[src/rtl/fir_pkg.sv]
// Shared FIR definitions: sample widths, serializer state encoding and the
// round/shift/saturate conversion used on each filter result.
package fir_pkg;

  localparam int unsigned IN_SAMPLE_WIDTH  = 16;
  localparam int unsigned OUT_SAMPLE_WIDTH = 32;
  localparam int unsigned WIDE_WIDTH       = OUT_SAMPLE_WIDTH + 1;

  localparam logic signed [WIDE_WIDTH-1:0] SAT_MAX = WIDE_WIDTH'(32767);
  localparam logic signed [WIDE_WIDTH-1:0] SAT_MIN = WIDE_WIDTH'(-32768);

  typedef enum logic {IDLE, SHIFTING} state_t;

  typedef struct packed {
    logic [IN_SAMPLE_WIDTH-1:0] sample;
    logic                       saturated;
  } convResult_t;

  // Half-up rounding, arithmetic shift and clamp to 16 bits, done in 33 bits
  // so the rounding add on a full-scale positive result cannot wrap.
  function automatic convResult_t roundShiftSat(
    input logic [OUT_SAMPLE_WIDTH-1:0] result,
    input int unsigned                 shift
  );
    logic signed [WIDE_WIDTH-1:0] wide;
    convResult_t                  conv;
    wide = $signed({result[OUT_SAMPLE_WIDTH-1], result});
    if (shift > 0) begin
      wide = wide + $signed(WIDE_WIDTH'(1) << (shift - 1));
    end
    wide = wide >>> shift;
    conv.saturated = 1'b0;
    if (wide > SAT_MAX) begin
      conv.sample    = IN_SAMPLE_WIDTH'(16'h7FFF);
      conv.saturated = 1'b1;
    end else if (wide < SAT_MIN) begin
      conv.sample    = IN_SAMPLE_WIDTH'(16'h8000);
      conv.saturated = 1'b1;
    end else begin
      conv.sample = wide[IN_SAMPLE_WIDTH-1:0];
    end
    return conv;
  endfunction

endpackage

[src/rtl/fir_frame_fifo.sv]
// Synchronous frame FIFO; a push into a full FIFO is still taken when a pop
// frees the slot on the same edge.
module fir_frame_fifo #(
  parameter int unsigned WIDTH = 64,
  parameter int unsigned DEPTH = 2
) (
  input  logic                     clkIn,
  input  logic                     nResetIn,
  input  logic                     push,
  input  logic                     pop,
  input  logic [WIDTH-1:0]         pushData,
  output logic [WIDTH-1:0]         popData,
  output logic                     full,
  output logic                     empty,
  output logic [$clog2(DEPTH):0]   count
);

  localparam int unsigned PTR_W = $clog2(DEPTH);
  localparam int unsigned CNT_W = PTR_W + 1;

  logic [WIDTH-1:0] mem [DEPTH];
  logic [PTR_W-1:0] wrPtr;
  logic [PTR_W-1:0] rdPtr;
  logic             wrEn;
  logic             rdEn;

  assign full    = (count == CNT_W'(DEPTH));
  assign empty   = (count == '0);
  assign rdEn    = pop && !empty;
  assign wrEn    = push && (!full || rdEn);
  assign popData = mem[rdPtr];

  // Pointers wrap naturally because DEPTH is a power of two.
  always_ff @(posedge clkIn or negedge nResetIn) begin
    if (!nResetIn) begin
      wrPtr <= '0;
      rdPtr <= '0;
      count <= '0;
    end else begin
      if (wrEn) wrPtr <= wrPtr + PTR_W'(1);
      if (rdEn) rdPtr <= rdPtr + PTR_W'(1);
      count <= count + CNT_W'(wrEn) - CNT_W'(rdEn);
    end
  end

  always_ff @(posedge clkIn) begin
    if (wrEn) mem[wrPtr] <= pushData;
  end

endmodule

[src/rtl/fir_result_serializer.sv]
// Converts each finished FIR frame to 16-bit samples, buffers whole frames and
// streams them out MSB slice first over a valid/ready handshake.
module fir_result_serializer
  import fir_pkg::*;
#(
  parameter int unsigned SAMPLES_NUM = 4,
  parameter int unsigned SHIFT       = 15,
  parameter int unsigned FIFO_DEPTH  = 2
) (
  input  logic                                clkIn,
  input  logic                                nResetIn,
  input  logic                                doneIn,
  input  logic [OUT_SAMPLE_WIDTH*SAMPLES_NUM-1:0] dataIn,
  output logic                                frameReadyOut,
  output logic [IN_SAMPLE_WIDTH-1:0]          sampleOut,
  output logic                                sampleValidOut,
  input  logic                                sampleReadyIn,
  output logic                                overflowOut,
  output logic                                saturateOut
);

  localparam int unsigned FRAME_W  = IN_SAMPLE_WIDTH * SAMPLES_NUM;
  localparam int unsigned IDX_W    = (SAMPLES_NUM > 1) ? $clog2(SAMPLES_NUM) : 1;
  localparam logic [IDX_W-1:0] LAST_IDX = IDX_W'(SAMPLES_NUM - 1);

  logic [FRAME_W-1:0]          frameData;
  logic [SAMPLES_NUM-1:0]      satVec;
  logic [FRAME_W-1:0]          popData;
  logic                        fifoFull;
  logic                        fifoEmpty;
  logic [$clog2(FIFO_DEPTH):0] fifoCount;
  logic                        fifoPop;
  logic                        pushAccepted;

  state_t             state, stateNext;
  logic [IDX_W-1:0]   index, indexNext;
  logic [FRAME_W-1:0] shiftReg, shiftNext;
  logic               validNext;

  for (genvar k = 0; k < SAMPLES_NUM; k++) begin : gConv
    convResult_t conv;
    assign conv = roundShiftSat(dataIn[OUT_SAMPLE_WIDTH*k +: OUT_SAMPLE_WIDTH], SHIFT);
    assign frameData[IN_SAMPLE_WIDTH*k +: IN_SAMPLE_WIDTH] = conv.sample;
    assign satVec[k] = conv.saturated;
  end

  fir_frame_fifo #(
    .WIDTH (FRAME_W),
    .DEPTH (FIFO_DEPTH)
  ) uFifo (
    .clkIn    (clkIn),
    .nResetIn (nResetIn),
    .push     (doneIn),
    .pop      (fifoPop),
    .pushData (frameData),
    .popData  (popData),
    .full     (fifoFull),
    .empty    (fifoEmpty),
    .count    (fifoCount)
  );

  assign pushAccepted  = doneIn && (!fifoFull || fifoPop);
  assign frameReadyOut = (fifoCount < ($clog2(FIFO_DEPTH) + 1)'(FIFO_DEPTH));
  assign sampleOut     = shiftReg[FRAME_W-1 -: IN_SAMPLE_WIDTH];

  always_ff @(posedge clkIn or negedge nResetIn) begin
    if (!nResetIn) begin
      state          <= IDLE;
      index          <= '0;
      shiftReg       <= '0;
      sampleValidOut <= 1'b0;
    end else begin
      state          <= stateNext;
      index          <= indexNext;
      shiftReg       <= shiftNext;
      sampleValidOut <= validNext;
    end
  end

  // Next-state: load on pop, advance on handshake, reload without a bubble.
  always_comb begin
    stateNext = state;
    indexNext = index;
    shiftNext = shiftReg;
    validNext = sampleValidOut;
    fifoPop   = 1'b0;
    case (state)
      IDLE: begin
        if (!fifoEmpty) begin
          fifoPop   = 1'b1;
          shiftNext = popData;
          indexNext = '0;
          validNext = 1'b1;
          stateNext = SHIFTING;
        end
      end
      SHIFTING: begin
        if (sampleValidOut && sampleReadyIn) begin
          if (index == LAST_IDX) begin
            if (!fifoEmpty) begin
              fifoPop   = 1'b1;
              shiftNext = popData;
              indexNext = '0;
            end else begin
              validNext = 1'b0;
              stateNext = IDLE;
            end
          end else begin
            shiftNext = shiftReg << IN_SAMPLE_WIDTH;
            indexNext = index + IDX_W'(1);
          end
        end
      end
      default: begin
        stateNext = IDLE;
        validNext = 1'b0;
      end
    endcase
  end

  // Sticky status, cleared only by reset.
  always_ff @(posedge clkIn or negedge nResetIn) begin
    if (!nResetIn) begin
      overflowOut <= 1'b0;
      saturateOut <= 1'b0;
    end else begin
      if (doneIn && !pushAccepted) overflowOut <= 1'b1;
      if (pushAccepted && (|satVec)) saturateOut <= 1'b1;
    end
  end

endmodule

[config.mk]
export PLATFORM = sky130hd
export DESIGN_NAME = fir_result_serializer
export DESIGN_NICKNAME = d
export VERILOG_FILES = /design/src/rtl/fir_pkg.sv /design/src/rtl/fir_frame_fifo.sv /design/src/rtl/fir_result_serializer.sv
export SDC_FILE = /design/constraint.sdc
export NUM_CORES = 1
export LEC_CHECK = 0
export CORE_MARGIN = 1
export CORE_UTILIZATION = 55
export CTS_BUF_LIST = sky130_fd_sc_hd__clkbuf_4 sky130_fd_sc_hd__clkbuf_8
export CTS_CLUSTER_DIAMETER = 80
export DETAILED_ROUTE_END_ITERATION = 8
export PLACE_DENSITY = 0.8
export SYNTH_ARGS = -nofsm -noshare
export SYNTH_HDL_FRONTEND = slang
export SYNTH_SLANG_ARGS = --single-unit
[constraint.sdc]
create_clock -name clkIn -period 8.66 [get_ports clkIn]
set_input_delay 1.299 -clock clkIn [delete_from_list [all_inputs] [get_ports clkIn]]
set_output_delay 1.299 -clock clkIn [all_outputs]
set_load 0.01 [all_outputs]
# After elaboration in Yosys (flattened, before gate mapping)
# Memories as Yosys holds them, arrays and structs flattened.
# Cells that the tools add are included.
[totals] register_bits=74 latch_bits=0 ram_bits=128 mem_bits_ro=0 wordCells=83 n_memories=1
[op_classes] add_sub_neg=9 n_mul=0 n_div=0 order_cmp=9 n_eq_ne=6 shift=0 muxes=34 n_bitwise=1 reduce_logical=14
[mem_list] memory="uFifo.mem" words=2 word_bits=64 rd=1 rd_ports_with_merged_regs=0 write_ports=1 line="fir_frame_fifo.sv:21" text="logic [WIDTH-1:0] mem [DEPTH];"
[op_table] operator="$mux 64" n=3
[op_table] operator="$add 32x16->33 const B" n=4
[op_table] operator="$pmux 64 s2" n=1
[op_table] operator="$gt 18x16->1 const B" n=4
[op_table] operator="$lt 18x16->1 const B" n=4
[op_table] operator="$mux 17" n=4
[op_table] operator="$mux 16" n=4
[op_table] operator="$mux 1" n=15
[op_table] operator="$logic_and 1x1->1" n=6
[op_table] operator="$mux 2" n=3
[op_table] operator="$pmux 1 s2" n=3
[op_table] operator="$eq 2x2->1 const B" n=2
[op_table] operator="$ne 2x1->1 const B" n=2
[op_table] operator="$ne 2x2->1 const B" n=2
[op_table] operator="$pmux 2 s2" n=1
[op_table] operator="$reduce_and 4->1" n=1
[op_table] operator="$reduce_or 4->1" n=1
[op_table] operator="$logic_not 1->1" n=3
[op_table] operator="$add 1x1->1 const B" n=2
[op_table] operator="$add 2x1->2" n=1
[op_table] operator="$add 2x1->2 const B" n=1
[op_table] operator="$logic_not 2->1" n=1
[op_table] operator="$logic_or 1x1->1" n=2
[op_table] operator="$lt 2x2->1 const B" n=1
[op_table] operator="other kinds (2)" n=2

# Longest topological paths before layout
[logic_depth] word_depth=10 mapped_depth=11 ltp_nobuf=10

# By module
# Synthesis repeated with hierarchy kept, for this count alone.
[hier_totals] hier_cells=774 area_unflattened_um2=9755.6
[by_module_without_submodules] mod="fir_frame_fifo" n_inst=1 cells_per_inst=223 area_each_um2=5054.8 seq_area_each_um2=3943.8
[by_module_without_submodules] mod="fir_result_serializer" n_inst=1 cells_per_inst=551 area_each_um2=4700.8 seq_area_each_um2=1751.7

# Worst setup path before layout
# No wires, ideal clock.
[synth_path] path_type="input port to flip-flop" startpoint="in sampleReadyIn" endpoint="mem uFifo.mem[0][0] (enable)" setup_ns=0.494 t_arrival_ns=4.691 slack_ns=3.475 stages=5 n_path_buf=0 path_cell_list="nand2_1 -> nand2_1 -> a211o_1 -> and2_0 -> nor2b_1"
[synth_between] elab_chain_len=8
[synth_lines] element="start, declared" line="fir_result_serializer.sv:17" text="input logic sampleReadyIn,"
[synth_lines] element="$logic_and 1x1->1" line="fir_result_serializer.sv:98" text="if (sampleValidOut && sampleReadyIn) begin"
[synth_lines] element="$mux 1" line="fir_result_serializer.sv:98"
[synth_lines] element="$pmux 1 s2" line="fir_result_serializer.sv:87" text="case (state)"
[synth_lines] element="$logic_and 1x1->1" line="fir_frame_fifo.sv:29" text="assign rdEn = pop && !empty;"
[synth_lines] element="$logic_or 1x1->1" line="fir_frame_fifo.sv:30" text="assign wrEn = push && (!full || rdEn);"
[synth_lines] element="$logic_and 1x1->1" line="fir_frame_fifo.sv:30"
[synth_lines] element="named net uFifo.wrEn" line="fir_frame_fifo.sv:24" text="logic wrEn;"
[synth_lines] element="$mux 1" line="fir_frame_fifo.sv:47" text="if (wrEn) mem[wrPtr] <= pushData;"
[synth_lines] element="$mux 1 (implied by the code)" line="fir_frame_fifo.sv:47"
[synth_lines] element="end, declared" line="fir_frame_fifo.sv:21"
# The timed path passes the listed nets, and every way through them passes these cells.

==> out/results.ini <==
[synthesis]
avgSynthCellArea_um2=12.21
synth_cell_types=58
synthCells=786
synth_warnings=0
ys_seq_elements=202
synth.net_count=925
netlist_area_um2=9597
synth-edff-count=128
synth_top_area_share=0.4005
yosysTopAreaCell=edfxtp_1
synth_flop_cell=edfxtp_1
synthTopCellsByArea=edfxtp_1, dfrtp_1, mux2i_1
ys_async_sr_fraction=0.3663
yosysSeqAreaShare=0.5935

[worst_setup_path]
crit_buf_inv=1
path_cells=clkdlybuf4s50_1 > ha_1 > and4_1 > nor3b_4 > a41oi_1 > a21oi_1 > o21ai_0
critical_path_arrival_ns=4.10
max_stage_delay_ns=0.92
cp-end-kind=register
cp.depth=7
startpoint_type=primary input
cp.required_ns=8.83
cp_slowest_cell=a21oi_1
r2r.worst_path.cells=10
critPathTopFamily=compound AO/OA/AOI/OAI gates
r2r_slack_ns=4.93
path_class=in -> reg
critPathMaxFanout=16

[pwr]
p_per_area_nw_per_um2=279.3
irDropWorstVdd_mv=0.1553
power_mw=3.132
p_leak_nw=4.199

[worst_hold_path]
whs_path_depth=1
hp-class=reg -> reg

[cts]
clk_pin_slew_ns=0.07
cts_buffers=31
cts_hold_buffers=0
clk_path_buf_depth=3
clock-sinks=202
cts_tree=yes
cts_root_buf=clkbuf_8
cts-resized-gates=0
cts_setup_buffers=0
insertion_delay_ns=0.54
cts-htree-levels=1

[global_routing]
grt_pass1_vias=6259
antenna_found_initial=0
grt_pass1_wl_um=31750
grt_max_degree=75
grt-ovfl-total=0
grtUsageTotal=0.2257

[placed_design]
place.gp.congestion=0.8652
dpl_cell_area_um2=10560
port_buffers=95
dp.final_hpwl_um=13620
dp.cells=1052

[layout]
layout_common_cells=edfxtp_1, clkdlybuf4s50_1, o21ai_0, dfrtp_1, nand2_1
diodes=0
layout-drive-gt1-share=0.1384
final_cells=1109
final_common_cell=edfxtp_1
nets=1004
syn2layout_area_growth_pct=16.83
final_cell_area_um2=11210

[drt]
drcViolationCount=0
routedWlPerCell_um=18.05
ant_nets=0
dr.pass1.iters=5
drtIter0Drc=402
routed_via_density=5.821
routed_wl_um=20020
vias=6456

[sta]
tns_ns=0
finalHoldViolations=0
rsz0062_at_grt=no
fmax_mhz=254.3
hold-worst-slack_ns=0.4783
slew_viol_final=0
skew_ns=0.01280
fin_crit_sh=0.4542
worst_pin_slew_ns=1.174
layout_min_cycle_time_ns=3.933
relSlewSlack=0.2174
setup_viol=0

[floorplanning]
io_pins=152
start_util=0.5706
rows=47
core_area_um2=16820
chipHeight_um=134.1
die_w_um=134.1
dieArea_um2=17980

[job]
drv_cap=0

[status]
status=complete, no violations

synthesized netlist by cell type, types with 7 or more instances:
cell type,number
clkbuf_1,27
a21oi_1,26
nand3_1,30
and3_1,11
nor2_1,39
buf_4,18
nand4_1,9
a22oi_1,31
nand2_1,51
mux2i_1,49
mux2_2,18
o21ai_0,88
inv_1,15
xor2_1,34
ha_1,7
o21ai_2,21
edfxtp_1,128
xnor2_1,27
o22ai_1,17
dfrtp_1,74
per-layer routing:
layer,track usage,share of wire,vias up
met5,0,0,-
met4,0.06180,0.018,0
met3,0.03212,0.054,30
met2,0.3903,0.50,187
met1,0.2989,0.43,3167
li1,-,-,3072
layout make-up:
| type | instances | area (µm²) |
|---|---|---|
| flip-flops and latches | 202 | 5697 |
| fillers | 1220 | 5607 |
| multi-input cells | 515 | 3551 |
| repair buffers | 100 | 983.4 |
| clock buffers | 50 | 594.3 |
| well taps | 220 | 275.3 |
| inverters | 15 | 56.30 |
| clock inverters | 7 | 55.05 |
path summary, 6_finish.rpt:
kind	from	end
hold / removal	overflowOut	overflowOut
setup / recovery	dataIn[78]	uFifo.mem[1][44]
min in group asynchronous	nResetIn	overflowOut
setup reg to reg	index[0]	uFifo.count[1]
max in group asynchronous	nResetIn	uFifo.rdPtr
hold reg to reg	overflowOut	overflowOut
kinds of logic after synthesis:
group | share of synthesized area
flip-flops | 0.5935
AO/OA/AOI/OAI | 0.1313
adder cells (fa/ha/maj) | 0.009126
buffers and inverters | 0.03859
AND/OR/NAND/NOR | 0.09961
XOR/XNOR | 0.05567
multiplexers | 0.07223
registers in the layout, summed over array words and instances, names as in the netlist:
register / count
overflowOut: 1
uFifo.wrPtr: 1
uFifo.mem: 128
state: 1
saturateOut: 1
sampleValidOut: 1
uFifo.rdPtr: 1
index: 2
shiftReg: 64
uFifo.count: 2
where the power goes:
group / leakage (nW) / internal, mW / switching [mW] / total [mW]
Sequential: 2.10 / 1.37 / 0.155 / 1.52
Combinational: 1.75 / 0.363 / 0.443 / 0.807
Clock: 0.349 / 0.461 / 0.343 / 0.804
through the flow:
stage               setup WS (ns)  utilization
floorplan                   3.475            -
global placement            4.317       0.6278
detailed placement          4.207       0.6278
CTS                         4.503       0.6664
global route                4.535       0.6666
finish                      4.727       0.6666
(Power assumes the default switching activity.)
